$ cat config.mk
export PLATFORM = sky130hd
export DESIGN_NAME = mem_port_arbiter_flat
export DESIGN_NICKNAME = d
export VERILOG_FILES = /design/src/rtl/mem_port_arbiter_if.sv /design/src/rtl/mem_port_arbiter.sv /design/src/flat_wrapper.sv
export SDC_FILE = /design/constraint.sdc
export NUM_CORES = 1
export LEC_CHECK = 0
export CAP_MARGIN = 20
export CORE_ASPECT_RATIO = 0.6
export CORE_MARGIN = 2
export CORE_UTILIZATION = 38
export CTS_CLUSTER_SIZE = 16
export DETAILED_ROUTE_END_ITERATION = 10
export MAX_ROUTING_LAYER = met4
export PLACE_DENSITY = 0.8
export SYNTH_ARGS = -nofsm -noshare
export SYNTH_HDL_FRONTEND = slang
export SYNTH_SLANG_ARGS = --single-unit
$ cat constraint.sdc
create_clock -name clk -period 4.6 [get_ports clk]
set_input_delay 0.92 -clock clk [delete_from_list [all_inputs] [get_ports clk]]
set_output_delay 0.92 -clock clk [all_outputs]
set_load 0.02 [all_outputs]
$ cat src/rtl/mem_port_arbiter_if.sv
// Bundle of pipeline-side request/response signals and memory-side bus signals
// for the unified I/D memory port arbiter.
interface mem_port_arbiter_if #(
    parameter int ADDR_W = 32,
    parameter int DATA_W = 32
);
    logic              if_req;
    logic [ADDR_W-1:0] if_addr;
    logic [DATA_W-1:0] if_rdata;
    logic              if_ready;

    logic              d_req;
    logic              d_we;
    logic [ADDR_W-1:0] d_addr;
    logic [DATA_W-1:0] d_wdata;
    logic [DATA_W-1:0] d_rdata;
    logic              d_ready;

    logic              mem_en;
    logic              mem_we;
    logic [ADDR_W-1:0] mem_addr;
    logic [DATA_W-1:0] mem_wdata;
    logic [DATA_W-1:0] mem_rdata;

    logic              stall_if;
    logic              stall_mem;
    logic              owner;

    // Arbiter view
    modport slave (
        input  if_req, if_addr, d_req, d_we, d_addr, d_wdata, mem_rdata,
        output if_rdata, if_ready, d_rdata, d_ready,
               mem_en, mem_we, mem_addr, mem_wdata,
               stall_if, stall_mem, owner
    );

    // Pipeline + memory view
    modport master (
        output if_req, if_addr, d_req, d_we, d_addr, d_wdata, mem_rdata,
        input  if_rdata, if_ready, d_rdata, d_ready,
               mem_en, mem_we, mem_addr, mem_wdata,
               stall_if, stall_mem, owner
    );
endinterface

$ cat src/rtl/mem_port_arbiter.sv
// Two-requester arbiter for a single-port unified memory: D-side priority with
// a starvation limit for I-side, fixed-latency access sequencing, ready pulses.
module mem_port_arbiter #(
    parameter int ADDR_W     = 32,
    parameter int DATA_W     = 32,
    parameter int MEM_LAT    = 2,
    parameter int STARVE_MAX = 3
) (
    input  logic              clk,
    input  logic              rst,
    mem_port_arbiter_if.slave bus
);
    typedef enum logic [1:0] {
        IDLE   = 2'd0,
        ACCESS = 2'd1,
        RESP   = 2'd2
    } state_t;

    localparam logic [3:0] LAT_M1     = 4'(MEM_LAT - 1);
    localparam logic [3:0] STARVE_LIM = 4'(STARVE_MAX);

    state_t            state_q, state_d;
    logic [3:0]        cnt_q, cnt_d;
    logic [3:0]        starve_q, starve_d;
    logic              mem_en_q, mem_en_d;
    logic              mem_we_q, mem_we_d;
    logic [ADDR_W-1:0] mem_addr_q, mem_addr_d;
    logic [DATA_W-1:0] mem_wdata_q, mem_wdata_d;
    logic [DATA_W-1:0] if_rdata_q, if_rdata_d;
    logic [DATA_W-1:0] d_rdata_q, d_rdata_d;
    logic              if_ready_q, if_ready_d;
    logic              d_ready_q, d_ready_d;
    logic              owner_q, owner_d;
    logic              d_wins;

    always_ff @(posedge clk or posedge rst) begin
        if (rst) begin
            state_q     <= IDLE;
            cnt_q       <= '0;
            starve_q    <= '0;
            mem_en_q    <= 1'b0;
            mem_we_q    <= 1'b0;
            mem_addr_q  <= '0;
            mem_wdata_q <= '0;
            if_rdata_q  <= '0;
            d_rdata_q   <= '0;
            if_ready_q  <= 1'b0;
            d_ready_q   <= 1'b0;
            owner_q     <= 1'b0;
        end else begin
            state_q     <= state_d;
            cnt_q       <= cnt_d;
            starve_q    <= starve_d;
            mem_en_q    <= mem_en_d;
            mem_we_q    <= mem_we_d;
            mem_addr_q  <= mem_addr_d;
            mem_wdata_q <= mem_wdata_d;
            if_rdata_q  <= if_rdata_d;
            d_rdata_q   <= d_rdata_d;
            if_ready_q  <= if_ready_d;
            d_ready_q   <= d_ready_d;
            owner_q     <= owner_d;
        end
    end

    always_comb begin
        state_d     = state_q;
        cnt_d       = cnt_q;
        starve_d    = starve_q;
        mem_en_d    = mem_en_q;
        mem_we_d    = mem_we_q;
        mem_addr_d  = mem_addr_q;
        mem_wdata_d = mem_wdata_q;
        if_rdata_d  = if_rdata_q;
        d_rdata_d   = d_rdata_q;
        if_ready_d  = 1'b0;
        d_ready_d   = 1'b0;
        owner_d     = owner_q;

        // D normally wins; a starved pending fetch overrides it.
        d_wins = bus.d_req && !(bus.if_req && (starve_q == STARVE_LIM));

        case (state_q)
            IDLE: begin
                if (bus.if_req || bus.d_req) begin
                    mem_en_d = 1'b1;
                    cnt_d    = LAT_M1;
                    state_d  = ACCESS;
                    if (d_wins) begin
                        owner_d     = 1'b1;
                        mem_we_d    = bus.d_we;
                        mem_addr_d  = bus.d_addr;
                        mem_wdata_d = bus.d_wdata;
                        if (!bus.if_req) begin
                            starve_d = '0;
                        end else if (starve_q != STARVE_LIM) begin
                            starve_d = starve_q + 4'd1;
                        end
                    end else begin
                        owner_d    = 1'b0;
                        mem_we_d   = 1'b0;
                        mem_addr_d = bus.if_addr;
                        starve_d   = '0;
                    end
                end
            end
            ACCESS: begin
                if (cnt_q == 4'd0) begin
                    if (!mem_we_q) begin
                        if (owner_q) d_rdata_d  = bus.mem_rdata;
                        else         if_rdata_d = bus.mem_rdata;
                    end
                    if (owner_q) d_ready_d  = 1'b1;
                    else         if_ready_d = 1'b1;
                    mem_en_d = 1'b0;
                    mem_we_d = 1'b0;
                    state_d  = RESP;
                end else begin
                    cnt_d = cnt_q - 4'd1;
                end
            end
            RESP: begin
                state_d = IDLE;
            end
            default: begin
                state_d = IDLE;
            end
        endcase
    end

    assign bus.mem_en    = mem_en_q;
    assign bus.mem_we    = mem_we_q;
    assign bus.mem_addr  = mem_addr_q;
    assign bus.mem_wdata = mem_wdata_q;
    assign bus.if_rdata  = if_rdata_q;
    assign bus.d_rdata   = d_rdata_q;
    assign bus.if_ready  = if_ready_q;
    assign bus.d_ready   = d_ready_q;
    assign bus.owner     = owner_q;
    assign bus.stall_if  = bus.if_req && !if_ready_q;
    assign bus.stall_mem = bus.d_req && !d_ready_q;
endmodule

$ cat src/flat_wrapper.sv
// flat-port wrapper written by rule: the top's interface ports become plain ports
module mem_port_arbiter_flat 
#(
    parameter int ADDR_W     = 32,
    parameter int DATA_W     = 32,
    parameter int MEM_LAT    = 2,
    parameter int STARVE_MAX = 3
)
  (clk, rst, bus_if_req, bus_if_addr, bus_d_req, bus_d_we, bus_d_addr, bus_d_wdata, bus_mem_rdata, bus_if_rdata, bus_if_ready, bus_d_rdata, bus_d_ready, bus_mem_en, bus_mem_we, bus_mem_addr, bus_mem_wdata, bus_stall_if, bus_stall_mem, bus_owner);
  mem_port_arbiter_if #(.ADDR_W(ADDR_W), .DATA_W(DATA_W)) bus_i ();
  input  logic clk;
  input  logic rst;
  input wire logic [$bits(bus_i.if_req)-1:0] bus_if_req;
  input wire logic [$bits(bus_i.if_addr)-1:0] bus_if_addr;
  input wire logic [$bits(bus_i.d_req)-1:0] bus_d_req;
  input wire logic [$bits(bus_i.d_we)-1:0] bus_d_we;
  input wire logic [$bits(bus_i.d_addr)-1:0] bus_d_addr;
  input wire logic [$bits(bus_i.d_wdata)-1:0] bus_d_wdata;
  input wire logic [$bits(bus_i.mem_rdata)-1:0] bus_mem_rdata;
  output wire logic [$bits(bus_i.if_rdata)-1:0] bus_if_rdata;
  output wire logic [$bits(bus_i.if_ready)-1:0] bus_if_ready;
  output wire logic [$bits(bus_i.d_rdata)-1:0] bus_d_rdata;
  output wire logic [$bits(bus_i.d_ready)-1:0] bus_d_ready;
  output wire logic [$bits(bus_i.mem_en)-1:0] bus_mem_en;
  output wire logic [$bits(bus_i.mem_we)-1:0] bus_mem_we;
  output wire logic [$bits(bus_i.mem_addr)-1:0] bus_mem_addr;
  output wire logic [$bits(bus_i.mem_wdata)-1:0] bus_mem_wdata;
  output wire logic [$bits(bus_i.stall_if)-1:0] bus_stall_if;
  output wire logic [$bits(bus_i.stall_mem)-1:0] bus_stall_mem;
  output wire logic [$bits(bus_i.owner)-1:0] bus_owner;
  assign bus_i.if_req = bus_if_req;
  assign bus_i.if_addr = bus_if_addr;
  assign bus_i.d_req = bus_d_req;
  assign bus_i.d_we = bus_d_we;
  assign bus_i.d_addr = bus_d_addr;
  assign bus_i.d_wdata = bus_d_wdata;
  assign bus_i.mem_rdata = bus_mem_rdata;
  assign bus_if_rdata = bus_i.if_rdata;
  assign bus_if_ready = bus_i.if_ready;
  assign bus_d_rdata = bus_i.d_rdata;
  assign bus_d_ready = bus_i.d_ready;
  assign bus_mem_en = bus_i.mem_en;
  assign bus_mem_we = bus_i.mem_we;
  assign bus_mem_addr = bus_i.mem_addr;
  assign bus_mem_wdata = bus_i.mem_wdata;
  assign bus_stall_if = bus_i.stall_if;
  assign bus_stall_mem = bus_i.stall_mem;
  assign bus_owner = bus_i.owner;
  mem_port_arbiter #(.ADDR_W(ADDR_W), .DATA_W(DATA_W), .MEM_LAT(MEM_LAT), .STARVE_MAX(STARVE_MAX)) u_core (.clk(clk), .rst(rst), .bus(bus_i));
endmodule
==> run metrics <==
initial detailed-routing violation count=294; GP Congestion=0.914; Ports=268; predominant post-synthesis flop cell=dfrtp_1; sequential-to-total area share from yosys stat=59.2%; Worst R2R Start=u_core.state_q[1]; CTS Hold Bufs=0; LEAKAGE=3.78 nW; Final #Nets=858; Overflow after GRT=0; Netlist cell types=37; ys async rst share=100%; slowest CP cell=clkdlybuf4s50_1; total routed wirelength=17100 microns; all-layer global routing usage=21.0%; Root Buffer=clkbuf_16; clock insertion delay at the later pin of the skew report=0.41 ns; Worst Max-Slew Pin Slew=0.855 ns; chip width=167 microns; largest family of logic cells by synthesized area=multiplexers; worst hold path type=flip-flop to flip-flop; compound-gate portion of the synthesized area=8.42%; Post-DP HPWL=12300 microns; reg2reg end=u_core.bus.mem_wdata[27]; critical path arrival=2.42 ns; type of element launching the critical path=input port; CP endpoint kind=output pin; largest net degree at the start of global routing=116; CTS tree=built; TritonCTS Sinks=143; Synth top cells by count=dfrtp_1, mux2_2, o21ai_0, nand3_1; cell with the most instances after synthesis=dfrtp_1; Critical Path, Cell by Cell=clkdlybuf4s50_1 -> nor2b_1 -> clkdlybuf4s50_1; XOR/XNOR share of the synthesized area=0%; H-tree depth=4; number of synthesized flops with an enable pin=0; WS Path Type=input port to output pin; RSZ-0062 raised after global routing=false; total CTS buffers=17; status=finished clean; hold wc startpoint=u_core.bus.d_rdata[11]; Slew Limit Headroom=42.9%; # setup viols final=0; PD cells=730 nW/um^2; hold path depth=1; fraction of layout cells with a size suffix above 1=15.9%; Vias/cell=5.28; WP data required=3.68 ns; Yosys Warn Count=0; Pre-antenna DRT Iters=6; Setup WS pre-CTS=1.13 ns; period utilization=72.7%; Hold Vio Cnt, Final=0; simple-gate area share of the yosys netlist=9.69%; Max-cap violations=0; PnR worst setup slack=1.26 ns; Period minus WS final=3.34 ns; first-pass GRT wire length=27500 microns; Most common cell on crit path=clkdlybuf4s50_1; die area=17000 sq um; core area=15500 sq um; Clock Skew=0.0117 ns; DR vias=4954; CP max stage delay=0.67 ns; Yosys top cell by area=dfrtp_1; Util after Layout=61.1%; Area Growth Syn to Fin=56.3%; routed len/inst=18.3 microns; R2R depth=4; Seq cells post-synth=143; crit path buf inv count=2; Cell Area, Synth=6040 sq um; delay-heaviest family, CP=buffers and inverters; Cells after Synth=470; fin. max-slew vios=0; post-CTS sizing=0; Worst VDD drop=0.436 mV; IO Port Bufs=267; adder-cell share of the synthesized area=0.621%; leading post-synthesis cells by cell area=dfrtp_1, mux2_2, mux2_1; Worst-path clk slew=0.06 ns; total power=0.00690 W; Antenna diodes=0; r2r setup slk=1.88 ns; Syn Nets=606; Initial Utilization=39.1%; worst-path maximum fanout=9; antenna violations before repair=0; final antenna-violating net count=0; drt drc=0; Mapped Avg Cell Area=12.9 sq um; hold endpoint=u_core.bus.d_rdata[11]; number of global-route vias before repair=5148; Max Freq=299 MHz; TNS Setup=0 ns; Setup Buffers After CTS=0; FP Rows=35; die height=102 microns; Synth top area share=59.2%; multiplexer share of the synthesized area=18.6%; clk buf depth=2
==> how the worst max path moves through the flow <==
stage / end / depth (start not counted) / from / slack (ns)
6_report: bus_stall_if / 3 / bus_if_req / 1.26
5_1_grt: bus_stall_if / 3 / bus_if_req / 1.21
4_1_cts: bus_stall_if / 3 / bus_if_req / 1.25
3_5_place_dp: u_core.bus.mem_wdata[22] / 5 / bus_if_req / 1.13
3_3_place_gp: bus_stall_if / 3 / bus_if_req / 1.25
2_1_floorplan: bus_stall_mem / 3 / bus_d_req / 1.85
==> report_power, final <==
part	internal [W]	leakage (nW)	total [W]	switching [W]
Clock	0.000720	0.259	0.00129	0.000569
Combinational	0.00171	1.82	0.00335	0.00164
Sequential	0.00189	1.71	0.00226	0.000373
Total	0.00431	3.78	0.00690	0.00259
==> cell families after synthesis <==
| group | after synthesis |
|---|---|
| simple gates | 98 |
| fa+ha+maj | 3 |
| compound gates | 78 |
| buf+inv | 48 |
| flops | 143 |
| mux | 100 |
==> area by class of cell <==
| cell class | count | area [sq um] |
|---|---|---|
| Timing Repair Buffer | 275 | 2770 |
| Tap cell | 203 | 254 |
| Multi-Input combinational cell | 279 | 2260 |
| Clock inverter | 14 | 119 |
| Inverter | 6 | 26.3 |
| Sequential cell | 143 | 3580 |
| Clock buffer | 18 | 439 |
| Fill cell | 1210 | 6010 |
==> registers in the layout, summed over array words and instances, names as in the netlist <==
| register | count |
|---|---|
| u_core.state_q | 2 |
| u_core.bus.mem_wdata | 32 |
| u_core.bus.owner | 1 |
| u_core.cnt_q | 4 |
| u_core.bus.d_ready | 1 |
| u_core.starve_q | 4 |
| u_core.bus.d_rdata | 32 |
| u_core.bus.mem_we | 1 |
| u_core.bus.mem_addr | 32 |
| u_core.bus.mem_en | 1 |
| u_core.bus.if_ready | 1 |
| u_core.bus.if_rdata | 32 |
==> through the flow <==
step	area [sq um]	cells	hold WS [ns]
detailed placement	8880	905	0.481
global route	9450	938	0.506
floorplan	6050	470	0.491
global placement	8850	904	0.475
CTS	9440	937	0.496
finish	9450	938	0.491
==> worst reg2reg max path, cell delays in order (launching register included) <==
cell and delay (ns):
dfrtp_1 0.51, nor2_4 0.12, buf_4 0.53, nand3_2 0.86, mux2_2 0.57
==> metal layers <==
| layer | wire length (microns) | vias to the layer above | track usage, % |
|---|---|---|---|
| met5 | 0 | - | - |
| met4 | 191 | 0 | 6.03 |
| met3 | 1230 | 15 | 5.12 |
| met2 | 8460 | 214 | 33.9 |
| met1 | 7250 | 2470 | 26.7 |
| li1 | - | 2255 | - |
==> cells in the final DEF (no fill, tap or decap), types with 4 or more instances in the layout <==
cell,count
mux2_2,68
clkinvlp_4,6
nand3_1,34
buf_4,5
a32o_1,4
nand4_1,32
dfrtp_1,143
o21ai_0,35
nor2b_1,4
o211ai_1,32
inv_6,7
clkdlybuf4s50_1,267
clkbuf_16,17
inv_1,5
mux2_1,30
Power figures use the tool's default switching activity.
==> patch (same flow settings) <==
Make the reset (`rst`) synchronous in one clocked block.
--- a/src/rtl/mem_port_arbiter.sv
+++ b/src/rtl/mem_port_arbiter.sv
@@ -33,7 +33,7 @@
     logic              owner_q, owner_d;
     logic              d_wins;
 
-    always_ff @(posedge clk or posedge rst) begin
+    always_ff @(posedge clk) begin
         if (rst) begin
             state_q     <= IDLE;
             cnt_q       <= '0;
Function: differs if rst is asserted again (counterexample within 4 cycles, from zero or initial values and one cycle with rst high); with rst held inactive, the same outputs for 4 cycles.
==> patch against the original RTL <==
- register-to-register slack better by 0.55 ns
- synthesized cell count grew 51%
- synthesized area fell by 2.4%
- routed wire length increased by 15%
- count of clock-buffer cells in the layout increased by 1
- sequential cell count did not move
- design area fell by 2.3%
- global-route usage rose by 2.8 points
- worst setup slack better by 0.046 ns
- worst hold slack worse by 0.018 ns
Power is not compared: it rests on default switching activity, and its combinational part moved more than twofold at a synthesized area within 25%.
==> patch: results <==
metrics = {
    "run_status": {
        "status": "complete, no violations",
    },
    "yosys": {
        "yosys_warnings": 0,
        "synth_edf_count": 0,
        "ys_top_cells_by_area": "dfxtp_1 (49%), a21oi_1 (11%), nand3_1 (11%)",
        "synth.net_count": 847,
        "synth_seq_area_share": 0.485,
        "synth_cell_types": 39,
        "async_flop_share": 0,
        "netlist_top_cells_count": "dfxtp_1 (143), a21oi_1 (134), nand3_1 (129)",
    },
    "setup_path": {
        "crit_slowest_cell": "clkdlybuf4s50_1",
        "crit_path_max_fanout": 8,
        "cpPeakStageDelay_ns": 0.66,
    },
    "place": {
        "dp_slack_ns": 1.32,
        "port_buffers": 267,
        "dpl.hpwl_mm": 12.7,
        "place_congestion": 0.863,
    },
    "global_routing": {
        "grt_use_met2": 0.355,
        "antenna_found_initial": 0,
        "met3_usage": 0.0617,
        "use_met1": 0.327,
        "grt_max_degree": 87,
        "grt_pass1_vias": 6101,
        "grt_pass1_wl_mm": 30.9,
        "track_usage": 0.238,
    },
    "finish": {
        "layout.nonclk_buf_frac": 0.301,
        "multi_input_area_share": 0.292,
        "nClkBuffers": 19,
        "diodes": 0,
        "nets": 1065,
        "clock_area_frac": 0.0671,
        "seq-cell-share": 0.310,
        "n_all_buffers": 280,
        "nMultiInputCombCells": 479,
        "inv_count": 8,
        "fillers": 1349,
        "layout-drive-gt1-share": 0.0595,
    },
    "route": {
        "drtPass1Iterations": 7,
        "drt-total-wl_mm": 19.7,
        "via_count": 6359,
        "wl_met1_mm": 9.30,
        "top_layer": "met4",
        "wl_met2_mm": 8.59,
        "wl_met3_mm": 1.65,
        "drt_iter0_drc": 740,
    },
    "sta": {
        "fin_worst_skew_ns": 0.0183,
        "relSlewSlack": 0.379,
    },
    "clock_network": {
        "numCtsBuffers": 17,
        "cts-root-buf": "clkbuf_16",
        "clockBufferDepth": 2,
        "htreeDepth": 4,
        "post_cts_resized": 0,
        "clk_pin_slew_ns": 0.05,
    },
    "power_and_ir_drop": {
        "p_leak_uw": 0.00312,
        "vdd_drop_max_mv": 0.278,
    },
}
[patch: cell count changes after synthesis, sizes merged, moves of 30 or more]
cell	unedited run	this run
o211ai	32	0
nand3	35	129
clkbuf	24	55
a311oi	0	32
mux2	98	0
a21oi	0	134
dfrtp	143	0
dfxtp	0	143
nand4	32	2
o21ai	35	134
[patch: critical path, delay by kind of cell]
kind / cells / cell delay [ns]
simple gates: 1 / 0.18
buf+inv: 2 / 1.27
[patch: cells by family after synthesis]
kind of cell | Yosys count | synth area share
AO/OA/AOI/OAI | 307 | 0.284
XOR/XNOR | 1 | 0.00149
adder cells (fa/ha/maj) | 3 | 0.00636
buffers and inverters | 89 | 0.0636
flip-flops | 143 | 0.485
multiplexers | 2 | 0.00339
AND/OR/NAND/NOR | 166 | 0.156
[patch: stage by stage]
stage / std cells / area [sq um] / util
4_1_cts: 1143 / 9220 / 0.603
3_5_place_dp: 1112 / 8600 / 0.563
3_3_place_gp: 1112 / 8600 / 0.563
6_report: 1144 / 9240 / 0.604
5_1_grt: 1144 / 9240 / 0.604
2_1_floorplan: 711 / 5900 / -
[patch: power breakdown]
group | internal (uW) | leakage (uW) | switching, uW
clock network | 912 | 0.000290 | 537
logic | 380 | 0.00166 | 476
registers | 1340 | 0.00117 | 59.9
[patch: final timing paths]
path / slack, ns / end / cells after the start / from
worst max-delay path: 1.30 / bus_stall_if / 3 / bus_if_req
worst min-delay path: 0.47 / u_core.bus.if_rdata[11] / 2 / u_core.bus.if_rdata[11]
worst max register to register: 2.43 / u_core.bus.mem_wdata[28] / 5 / u_core.starve_q[0]
worst min register to register: 0.47 / u_core.bus.if_rdata[11] / 2 / u_core.bus.if_rdata[11]
